===== config.mk =====
export PLATFORM = sky130hd
export DESIGN_NAME = axi_lite_master
export DESIGN_NICKNAME = d
export VERILOG_FILES = /design/src/rtl/axi_lite_master.sv
export SDC_FILE = /design/constraint.sdc
export NUM_CORES = 1
export LEC_CHECK = 0
export ABC_AREA = 1
export BUFFER_PORTS_ARGS = -buffer_cell sky130_fd_sc_hd__buf_4
export CAP_MARGIN = 10
export CORE_AREA = 8 8 59 98
export DETAILED_ROUTE_END_ITERATION = 12
export DIE_AREA = 0 0 67 106
export GPL_TIMING_DRIVEN = 0
export PLACE_DENSITY_LB_ADDON = 0.05
export SYNTH_ARGS = -nofsm -noshare
export SYNTH_HDL_FRONTEND = slang
export SYNTH_SLANG_ARGS = --single-unit

===== constraint.sdc =====
create_clock -name clk -period 1.17 [get_ports clk]
set_input_delay 0.2925 -clock clk [delete_from_list [all_inputs] [get_ports clk]]
set_output_delay 0.2925 -clock clk [all_outputs]
set_load 0.01 [all_outputs]

===== src/rtl/axi_lite_master.sv =====
// Single-outstanding AXI-lite master: valid/ready command in, response out.
// Optional error counter output enabled by define AXIL_MASTER_ERRCNT_EN.
module axi_lite_master #(
  parameter int DATA_WD = 8,
  parameter int ADDR_WD = 8
) (
  input  logic               clk,
  input  logic               rst,
  input  logic               cmd_valid,
  output logic               cmd_ready,
  input  logic               cmd_wr,
  input  logic [ADDR_WD-1:0] cmd_addr,
  input  logic [DATA_WD-1:0] cmd_wdata,
  output logic               rsp_valid,
  input  logic               rsp_ready,
  output logic               rsp_wr,
  output logic [DATA_WD-1:0] rsp_rdata,
  output logic [1:0]         rsp_resp,
  output logic [ADDR_WD-1:0] awaddr,
  output logic               awvalid,
  input  logic               awready,
  output logic [DATA_WD-1:0] wdata,
  output logic               wvalid,
  input  logic               wready,
  input  logic [1:0]         bresp,
  input  logic               bvalid,
  output logic               bready,
  output logic [ADDR_WD-1:0] araddr,
  output logic               arvalid,
  input  logic               arready,
  input  logic [DATA_WD-1:0] rdata,
  input  logic [1:0]         rresp,
  input  logic               rvalid,
  output logic               rready
`ifdef AXIL_MASTER_ERRCNT_EN
  ,
  output logic [7:0]         err_cnt
`endif
);

  typedef enum logic [2:0] {
    IDLE,
    WADDR,
    WRESP,
    RADDR,
    RDATA,
    RSP
  } state_t;

  state_t               state_q;
  logic                 cmd_ready_q;
  logic                 rsp_valid_q;
  logic                 rsp_wr_q;
  logic [DATA_WD-1:0]   rsp_rdata_q;
  logic [1:0]           rsp_resp_q;
  logic [ADDR_WD-1:0]   awaddr_q;
  logic                 awvalid_q;
  logic [DATA_WD-1:0]   wdata_q;
  logic                 wvalid_q;
  logic                 bready_q;
  logic [ADDR_WD-1:0]   araddr_q;
  logic                 arvalid_q;
  logic                 rready_q;

  logic aw_pend;
  logic w_pend;
  logic b_fire;
  logic r_fire;

  // A channel is still pending while its valid is up and not accepted.
  assign aw_pend = awvalid_q && !awready;
  assign w_pend  = wvalid_q && !wready;
  assign b_fire  = bready_q && bvalid;
  assign r_fire  = rready_q && rvalid;

  assign cmd_ready = cmd_ready_q;
  assign rsp_valid = rsp_valid_q;
  assign rsp_wr    = rsp_wr_q;
  assign rsp_rdata = rsp_rdata_q;
  assign rsp_resp  = rsp_resp_q;
  assign awaddr    = awaddr_q;
  assign awvalid   = awvalid_q;
  assign wdata     = wdata_q;
  assign wvalid    = wvalid_q;
  assign bready    = bready_q;
  assign araddr    = araddr_q;
  assign arvalid   = arvalid_q;
  assign rready    = rready_q;

  // Transaction FSM with all bus and response outputs registered.
  always_ff @(posedge clk) begin
    if (rst) begin
      state_q     <= IDLE;
      cmd_ready_q <= 1'b1;
      rsp_valid_q <= 1'b0;
      rsp_wr_q    <= 1'b0;
      rsp_rdata_q <= '0;
      rsp_resp_q  <= 2'b00;
      awaddr_q    <= '0;
      awvalid_q   <= 1'b0;
      wdata_q     <= '0;
      wvalid_q    <= 1'b0;
      bready_q    <= 1'b0;
      araddr_q    <= '0;
      arvalid_q   <= 1'b0;
      rready_q    <= 1'b0;
    end else begin
      unique case (state_q)
        IDLE: begin
          if (cmd_valid) begin
            cmd_ready_q <= 1'b0;
            if (cmd_wr) begin
              awaddr_q  <= cmd_addr;
              wdata_q   <= cmd_wdata;
              awvalid_q <= 1'b1;
              wvalid_q  <= 1'b1;
              state_q   <= WADDR;
            end else begin
              araddr_q  <= cmd_addr;
              arvalid_q <= 1'b1;
              state_q   <= RADDR;
            end
          end
        end
        WADDR: begin
          if (awvalid_q && awready) awvalid_q <= 1'b0;
          if (wvalid_q && wready)   wvalid_q  <= 1'b0;
          if (!aw_pend && !w_pend) begin
            bready_q <= 1'b1;
            state_q  <= WRESP;
          end
        end
        WRESP: begin
          if (b_fire) begin
            bready_q    <= 1'b0;
            rsp_resp_q  <= bresp;
            rsp_wr_q    <= 1'b1;
            rsp_rdata_q <= '0;
            rsp_valid_q <= 1'b1;
            state_q     <= RSP;
          end
        end
        RADDR: begin
          if (arready) begin
            arvalid_q <= 1'b0;
            rready_q  <= 1'b1;
            state_q   <= RDATA;
          end
        end
        RDATA: begin
          if (r_fire) begin
            rready_q    <= 1'b0;
            rsp_resp_q  <= rresp;
            rsp_wr_q    <= 1'b0;
            rsp_rdata_q <= rdata;
            rsp_valid_q <= 1'b1;
            state_q     <= RSP;
          end
        end
        RSP: begin
          if (rsp_ready) begin
            rsp_valid_q <= 1'b0;
            cmd_ready_q <= 1'b1;
            state_q     <= IDLE;
          end
        end
        default: begin
          state_q     <= IDLE;
          cmd_ready_q <= 1'b1;
        end
      endcase
    end
  end

`ifdef AXIL_MASTER_ERRCNT_EN
  logic [7:0] err_cnt_q;
  logic       err_hit;

  assign err_hit = (b_fire && (bresp != 2'b00)) ||
                   (r_fire && (rresp != 2'b00));
  assign err_cnt = err_cnt_q;

  // Saturating count of non-OKAY B/R handshakes.
  always_ff @(posedge clk) begin
    if (rst) begin
      err_cnt_q <= 8'h00;
    end else if (err_hit && (err_cnt_q != 8'hFF)) begin
      err_cnt_q <= err_cnt_q + 8'h01;
    end
  end
`endif

endmodule

Yosys cells after proc, flatten, opt, wreduce, memory -nomap -nowiden
Index checks and enable logic that the tools add are counted.
{ "totals": {"output_inout_bits": 42, "inputBits": 38, "elab_cells": 99, "reg_bits": 45} }
{ "op_classes": {"mux": 38, "n_eq_ne": 15, "n_bitwise": 2, "n_reduce_logical": 30} }
{ "op_table": {"columns": ["op", "count"], "rows": [
  ["$ne 2x2->1 const B", 10],
  ["$mux 3", 6],
  ["$pmux 3 s6", 1],
  ["$reduce_and 3->1", 6],
  ["$mux 1", 16],
  ["$mux 8", 2],
  ["$pmux 8 s2", 1],
  ["$reduce_and 4->1", 4],
  ["$pmux 1 s2", 6],
  ["$reduce_bool 2->1", 5],
  ["$logic_and 1x1->1", 7],
  ["$eq 3x2->1 const B", 2],
  ["$eq 3x3->1 const B", 2],
  ["$mux 2", 3],
  ["$pmux 1 s3", 2],
  ["$reduce_and 6->1", 1],
  ["$logic_not 1->1", 4],
  ["$pmux 2 s2", 1],
  ["$reduce_or 4->1", 1],
  ["$eq 3x1->1 const B", 1],
  ["$logic_not 3->1", 1],
  ["$reduce_bool 3->1", 1],
  ["$not 1->1", 2]
]} }

Longest topological paths before layout
Gate-level depths: netlist (run 1).
{ "depth": {"word_depth": 6, "ltp_mapped": 10, "mapped_depth_nobuf": 10} }

Least setup slack after synthesis (run 1)
Ideal clock, no wire load.
{ "synth_timing": {"kind": "flip-flop to flip-flop", "from": "register state_q[2]", "to": "register rsp_resp_q[0] (netlist: rsp_resp[0])", "setup_ns": 0.116, "t_required_ns": 1.054, "synth_period_minus_slack_ns": 1.261, "slack_ns": -0.091, "arrival_ns": 1.145, "path_stages_with_launch": 8, "n_path_buf": 2, "cell_sequence": "dfxtp_1 clkbuf_8 inv_1 nand4_1 nand4_1 buf_4 o21ai_0 nor2_1"} }
{ "synth_between": {"elab_chain_cells": 3, "word_cells_on_any_way": 7, "classes_between": "eq/ne (4); mux (1); reduce/logical (2)"} }
{ "synth_rtl": {"columns": ["element", "line_no", "rtl"], "rows": [
  ["from (decl)", "50", "state_t state_q;"],
  ["from (signal assigned)", "93", "state_q <= IDLE;"],
  ["from (signal assigned)", "117", "state_q <= WADDR;"],
  ["from (signal assigned)", "121", "state_q <= RADDR;"],
  ["$eq 3x3->1 or $eq 3x2->1 (tied branches)", "108", "unique case (state_q)"],
  ["$ne 2x2->1 (no line) or $reduce_bool 2->1 (tied branches)", null, null],
  ["$reduce_and 3->1 (no line)", null, null],
  ["to (signal assigned)", "136", "rsp_resp_q <= bresp;"],
  ["to (signal assigned)", "153", "rsp_resp_q <= rresp;"],
  ["to (decl)", "55", "logic [1:0] rsp_resp_q;"]
]} }
Several ways; a longest one is shown, not always the timed one.
A chain may end at the register's enable or synchronous reset.

Final worst setup path (run 1)
{ "layout_timing": {"from": "register state_q[2]", "to": "register rsp_rdata_q[6] (netlist: rsp_rdata[6])"} }
{ "layout_between": {"elab_chain_cells": 3, "word_cells_on_any_way": 7, "classes_between": "eq/ne (4); mux (1); reduce/logical (2)"} }
{ "layout_rtl": {"columns": ["element", "line_no", "rtl"], "rows": [
  ["$eq 3x3->1 or $eq 3x2->1 (tied branches)", "108", null],
  ["$ne 2x2->1 (no line) or $reduce_bool 2->1 (tied branches)", null, null],
  ["$reduce_and 3->1 (no line)", null, null],
  ["to (signal assigned)", "155", "rsp_rdata_q <= rdata;"],
  ["to (decl)", "54", "logic [DATA_WD-1:0] rsp_rdata_q;"]
]} }
Several ways; a longest one is shown, not always the timed one.

==> metrics.cfg, run 1 <==
[yosys]
synth_simple_gate_area_share_pct = 32.02
ys_async_sr_fraction_pct = 0
synthFlopType = dfxtp_1
synth_top_area_share_pct = 49.79
synth_compound_area_share_pct = 12.59
synth_largest_area_cell = dfxtp_1
synth_edf_count = 0
synthMuxAreaShare_pct = 0
synth_commonest_cells = nor2_1, nand2_1, dfxtp_1, o21ai_0, a21oi_1
synth_fa_ha_area_share_pct = 0
synth.most_common_cell = nor2_1
synth_top_family_by_area = simple AND/OR/NAND/NOR gates
synth_area_leaders = dfxtp_1, nor2_1, nand2_1
syn_nets = 289
syn_inst = 251
synthDistinctLibCells = 20
ys_warn_count = 0
syn_area_per_cell_um2 = 7.208
yosys_register_bits = 45
netlist_area_um2 = 1809
ys_seq_area_share_pct = 49.79
synth_xor_area_share_pct = 0

[floorplan]
rows = 33
die_x_um = 67
core_area_um2 = 4542
die_h_um = 106
die_area_um2 = 7102
start_util_pct = 39.83
io_pins = 80

[detailed_routing]
remaining_drc_errors = 0
wire_per_inst_um = 14.20
routed_wl_um = 5821
drt_iter0_markers = 54
dr_total_vias = 2001
antenna_left = 0
avgViaCountPerCell = 4.880
first_pass_iters = 4

[place]
portBuffers = 78
place_congestion = 0.8462
hpwl_um = 4120
dp.cells = 381

[sta]
setup-tns-final_ns = -5.345
setup_viol = 43
fin_crit_sh_pct = 115.6
setup_slack_ns = -0.1828
fin_skew_ns = 0.003019
max_freq_ghz = 0.7392
min_period_ns = 1.353
worstMarginPinSlew_ns = 0.6741
slew_viol_final = 0
rsz0062_at_grt = true
hold_viol = 0
relSlewSlack_pct = 55.06

[critical_path]
reg2reg_slack_ns = -0.18
cp_slowest_stage_delay_ns = 0.35
r2r_end = rsp_rdata[6]$_SDFFE_PP0P_
crit_fanout = 5
crit_arrival_ns = 1.50
critPathTopFamily = simple AND/OR/NAND/NOR gates
cpMostUsedCell = nand4_1
worstPathCellList = buf_8 > inv_4 > nand4_1 > nand4_1 > buf_6 > nand2_2 > a21oi_1
end_kind = register
reg2reg_depth = 7
crit_type = register to register
start_kind = register
critPathBufInv = 3
crit_required_ns = 1.32
cp_slowest_cell = dfxtp_2
crit-reg2reg-launch = state_q[2]$_SDFFE_PP0P_

[finish]
fin_cells = 410
fill_cells = 397
diodes = 0
post-route-util_pct = 67.52
fin_nets = 395
layout-area-overhead-vs-synth_pct = 69.50
drive_gt1_share_pct = 52.79

[global_route]
grt_max_degree = 14
globalRouteTotalUtil_pct = 15.80
antenna_found_initial = 0
grt_pass1_vias = 1938
grt_pass1_wl_um = 8907
grt_overflow = 0

[worst_hold_path]
whs_path_depth = 3
hp-class = input pin to register
holdCritStartpoint = cmd_wdata[0]
whs_endpoint = wdata[0]$_SDFFE_PP0P_

[power]
powerDensity_nw_per_um2 = 2032
p_leak_nw = 1.395
peakVddDrop_mv = 1.414

[run_status]
violations = setup timing
status = complete, but fails checks

[clock_network]
clock_latency_ns = 0.29
postCtsHoldBufs = 0
cts_tree = done
htree_levels = 2
cts_buffers = 5
root_buffer = clkbuf_8
cts_buffer_depth = 2
path_clk_slew_ns = 0.08
clock-sinks = 45

[flow_run]
maxCapViolCount = 0

where the power goes:
group,internal (mW),switching [mW]
Combinational,1.51,1.67
Sequential,1.88,0.247
Clock,0.423,0.500
Total,3.81,2.42
cell usage in the layout (no fill, tap or decap), types with 2 or more instances in the layout:
cell	n
a21oi_1	6
a21oi_2	10
buf_4	89
buf_6	9
buf_8	3
clkbuf_1	5
clkbuf_8	5
dfxtp_1	42
dfxtp_4	2
inv_1	5
inv_2	3
inv_4	2
nand2_1	41
nand2_2	10
nand2_4	5
nand3_1	6
nand3_2	3
nand3_4	2
nand4_1	3
nor2_1	51
nor2_2	11
nor2_4	7
o21ai_0	2
o21ai_1	5
o21ai_2	21
layout make-up:
type	count	area, um^2	share of cell area [%]
Sequential cell	45	909.6	29.66
Tap cell	52	65.06	2.122
Clock buffer	7	76.32	2.489
Buffer	9	76.32	2.489
Clock inverter	1	7.507	0.2448
Timing Repair Buffer	98	782.0	25.50
Multi-Input combinational cell	186	1082	35.29
Inverter	12	67.56	2.203
worst max-delay path by stage:
stage	startpoint	to	slack, ns	cells past startpoint
after floorplan	state_q[2]$_SDFFE_PP0P_	awaddr[0]$_SDFFE_PP0P_	-0.04	6
after global placement	state_q[2]$_SDFFE_PP0P_	wdata[3]$_SDFFE_PP0P_	-0.29	7
after detailed placement	cmd_wr	wdata[4]$_SDFFE_PP0P_	-0.31	8
after CTS	state_q[2]$_SDFFE_PP0P_	rsp_resp[0]$_SDFFE_PP0P_	-0.19	8
after global routing	state_q[2]$_SDFFE_PP0P_	rsp_valid$_SDFFE_PP0P_	-0.27	10
final	state_q[2]$_SDFFE_PP0P_	rsp_rdata[6]$_SDFFE_PP0P_	-0.18	7
state kept, by name, summed over array words and instances (netlist names), 2 cells and up:
signal and count:
wdata 8, rsp_rdata 8, araddr 8, rsp_resp 2, awaddr 8, state_q 3
repair_timing:
action | in CTS | in global routing
cloned | 4 | 1
setup buffers | 12 | 4
pin swaps | 16 | 21
endpoints found under the setup margin | 45 | 45
hold endpoints to repair | 0 | 0
resized for setup | 68 | 46
layer usage:
| metal | track usage (%) | part of all wire, % | up-vias |
|---|---|---|---|
| met5 | 0 | 0 | - |
| met4 | 7.669 | 3.0 | 0 |
| met3 | 5.474 | 7.6 | 15 |
| met2 | 28.93 | 55 | 56 |
| met1 | 14.64 | 34 | 910 |
| li1 | - | - | 1020 |
through the flow:
stage	total power [mW]	worst slack [ns]	hold slack (ns)	cell area (um^2)
2_1_floorplan	3.484	-0.03760	0.4413	1841
3_3_place_gp	4.330	-0.2872	0.4471	2491
3_5_place_dp	4.356	-0.3108	0.4507	2491
4_1_cts	5.910	-0.1901	0.2255	2884
5_1_grt	6.657	-0.2722	0.2219	3067
6_report	6.231	-0.1828	0.2415	3067
tightest hold or removal path, stage by stage:
cell,delay [ns]
buf_4,0.08
o21ai_2,0.05
nor2_1,0.07
logic make-up after synthesis:
group,count (synthesis)
AO/OA/AOI/OAI,45
flip-flops,45
AND/OR/NAND/NOR,140
buffers and inverters,21
(Power assumes the default switching activity.)
==> run 2, diff against run 1 <==
--- a/config.mk
+++ b/config.mk
@@ -8,9 +8,9 @@
 export ABC_AREA = 1
 export BUFFER_PORTS_ARGS = -buffer_cell sky130_fd_sc_hd__buf_4
 export CAP_MARGIN = 10
-export CORE_AREA = 8 8 59 98
+export CORE_AREA = 8 8 94 62
 export DETAILED_ROUTE_END_ITERATION = 12
-export DIE_AREA = 0 0 67 106
+export DIE_AREA = 0 0 102 70
 export GPL_TIMING_DRIVEN = 0
 export PLACE_DENSITY_LB_ADDON = 0.05
 export SYNTH_ARGS = -nofsm -noshare
==> run 2 against run 1 <==
Effect of this change: combinational power shrank 7.5%; cell count up 1.5%; flip-flop and latch count did not move; sequential share of layout area increased by 1.2 points; the flow still finishes with violations (setup timing); critical endpoint is now rsp_resp[0]$_SDFFE_PP0P_; fmax shrank 3.6%; clock skew grew 0.00064 ns; count of clock-buffer cells in the layout shrank 1; largest cell class unchanged; setup slack got worse by 0.050 ns; final area decreased by 3.8%.
==> metrics.cfg, run 2 (synthesized netlist as in run 1, its figures left out) <==
[power]
powerDensity_nw_per_um2 = 2123  ; was 2032 nW/um^2
peakVddDrop_mv = 0.9277  ; was 1.414 mV
p_leak_nw = 1.346  ; was 1.395 nW
finalPower_mw = 6.260  ; was 6.231 mW

[floorplan]
die_h_um = 70  ; was 106 um
die_area_um2 = 7140  ; was 7102 um^2
core_area_um2 = 4422  ; was 4542 um^2
io_pins = 80  ; unchanged
start_util_pct = 40.92  ; was 39.83%
die_x_um = 102  ; was 67 um
rows = 19  ; was 33

[critical_path]
worstPathCellList = buf_8 > inv_6 > nand3_2 > nand2_2 > nand4_1 > buf_6 > o21ai_2 > nor2_1  ; was buf_8 > inv_4 > nand4_1 > nand4_1 > buf_6 > nand2_2 > a21oi_1
critPathBufInv = 3  ; unchanged
crit_arrival_ns = 1.60  ; was 1.50 ns
start_kind = register  ; unchanged
cp_slowest_cell = dfxtp_2  ; unchanged
critPathTopFamily = buffers and inverters  ; was simple AND/OR/NAND/NOR gates
crit_required_ns = 1.36  ; was 1.32 ns
end_kind = register  ; unchanged
crit_type = register to register  ; unchanged
crit_fanout = 5  ; unchanged
cp_slowest_stage_delay_ns = 0.34  ; was 0.35 ns

[clock_network]
postCtsHoldBufs = 0  ; unchanged
clock_latency_ns = 0.30  ; was 0.29 ns
root_buffer = clkbuf_8  ; unchanged
path_clk_slew_ns = 0.09  ; was 0.08 ns
cts_buffers = 5  ; unchanged
htree_levels = 2  ; unchanged
cts_tree = done  ; unchanged
cts_buffer_depth = 2  ; unchanged
clock-sinks = 45  ; unchanged

[sta]
relSlewSlack_pct = 63.36  ; was 55.06%
rsz0062_at_grt = true  ; unchanged
worstMarginPinSlew_ns = 0.5496  ; was 0.6741 ns
setup_viol = 44  ; was 43
fin_skew_ns = 0.003654  ; was 0.003019 ns
hold_viol = 0  ; unchanged
fin_crit_sh_pct = 119.9  ; was 115.6%
whs_ns = 0.2207  ; was 0.2415 ns
setup_slack_ns = -0.2331  ; was -0.1828 ns
min_period_ns = 1.403  ; was 1.353 ns
slew_viol_final = 0  ; unchanged
max_freq_ghz = 0.7127  ; was 0.7392 GHz

[finish]
drive_gt1_share_pct = 44.76  ; was 52.79%
seqCellArea_um2 = 909.6  ; unchanged
fin_nets = 390  ; was 395
layout-area-overhead-vs-synth_pct = 63.00  ; was 69.50%
final_common_cell = buf_4  ; unchanged
diodes = 0  ; unchanged
design_area_um2 = 2949  ; was 3067 um^2
fill_cells = 408  ; was 397
multi_input_area_um2 = 967.2  ; was 1082 um^2
mostFrequentLayoutCells = buf_4, nor2_1, nand2_1  ; was buf_4, nor2_1, dfxtp_1

[run_status]
violations = setup timing  ; unchanged
status = complete, but fails checks  ; unchanged

[detailed_routing]
first_pass_iters = 4  ; unchanged
remaining_drc_errors = 0  ; unchanged
wire_per_inst_um = 14.06  ; was 14.20 um
drt_iter0_markers = 74  ; was 54
dr_total_vias = 1972  ; was 2001
antenna_left = 0  ; unchanged
routed_wl_um = 5848  ; was 5821 um
avgViaCountPerCell = 4.740  ; was 4.880

[flow_run]
maxCapViolCount = 0  ; unchanged

[global_route]
grt_pass1_vias = 1936  ; was 1938
grt_pass1_wl_um = 9577  ; was 8907 um
globalRouteTotalUtil_pct = 16.66  ; was 15.80%
grt_overflow = 0  ; unchanged
antenna_found_initial = 0  ; unchanged
grt_max_degree = 15  ; was 14

[place]
place_congestion = 0.7972  ; was 0.8462
hpwl_um = 4067  ; was 4120 um
portBuffers = 78  ; unchanged
placed_cell_area_um2 = 2505  ; was 2491 um^2
pre_cts_ws_ns = -0.2813  ; was -0.3108 ns

[worst_hold_path]
hp-class = input pin to register  ; unchanged

[run 2: power breakdown]
part / total (mW) / leakage (nW) / internal [mW] / switching, mW
clock: 1.19 / 0.0554 / 0.642 / 0.545
sequential: 2.13 / 0.369 / 1.88 / 0.247
combinational: 2.94 / 0.921 / 1.36 / 1.58
total: 6.26 / 1.35 / 3.89 / 2.37
[run 2: stage by stage]
step           instances  setup TNS, ns  util (%)
2_1_floorplan        251        -0.8828         -
3_3_place_gp         392         -7.488     56.65
3_5_place_dp         392         -8.441     56.65
4_1_cts              413         -5.356     64.12
5_1_grt              416         -10.22     66.70
6_report             416         -6.466     66.70
[run 2: final timing paths]
kind	startpoint	end	slack [ns]	cells after the start
hold / removal	cmd_wdata[7]	wdata[7]$_SDFFE_PP0P_	0.22	3
setup / recovery	state_q[2]$_SDFFE_PP0P_	rsp_resp[0]$_SDFFE_PP0P_	-0.23	8
hold reg to reg	rsp_rdata[4]$_SDFFE_PP0P_	rsp_rdata[4]$_SDFFE_PP0P_	0.47	2
setup reg to reg	state_q[2]$_SDFFE_PP0P_	rsp_resp[0]$_SDFFE_PP0P_	-0.23	8
[run 2: layout make-up]
| class | instances | area share [%] |
|---|---|---|
| Buffer | 9 | 2.546 |
| Clock buffer | 6 | 2.461 |
| Clock inverter | 2 | 1.315 |
| Inverter | 12 | 2.206 |
| Multi-Input combinational cell | 186 | 32.80 |
| Sequential cell | 45 | 30.84 |
| Tap cell | 63 | 2.673 |
| Timing Repair Buffer | 93 | 25.16 |
[run 2: repair_timing]
action | in CTS | in global routing
buffers inserted | 9 | 2
setup endpoints to repair | 45 | 45
cloned | 4 | 1
pin swaps | 18 | 13
gates resized for setup | 46 | 27
[run 2: tightest hold or removal path: stages]
cell and delay [ns]:
buf_4 0.08, o21ai_2 0.05, nor2_1 0.06
[run 2: layer usage]
| layer | track usage [%] | share of wire (%) | vias to the layer above |
|---|---|---|---|
| li1 | - | - | 1012 |
| met1 | 21.58 | 45 | 878 |
| met2 | 24.19 | 42 | 75 |
| met3 | 8.012 | 12 | 7 |
| met4 | 3.560 | 0.63 | 0 |
| met5 | 0 | 0 | - |
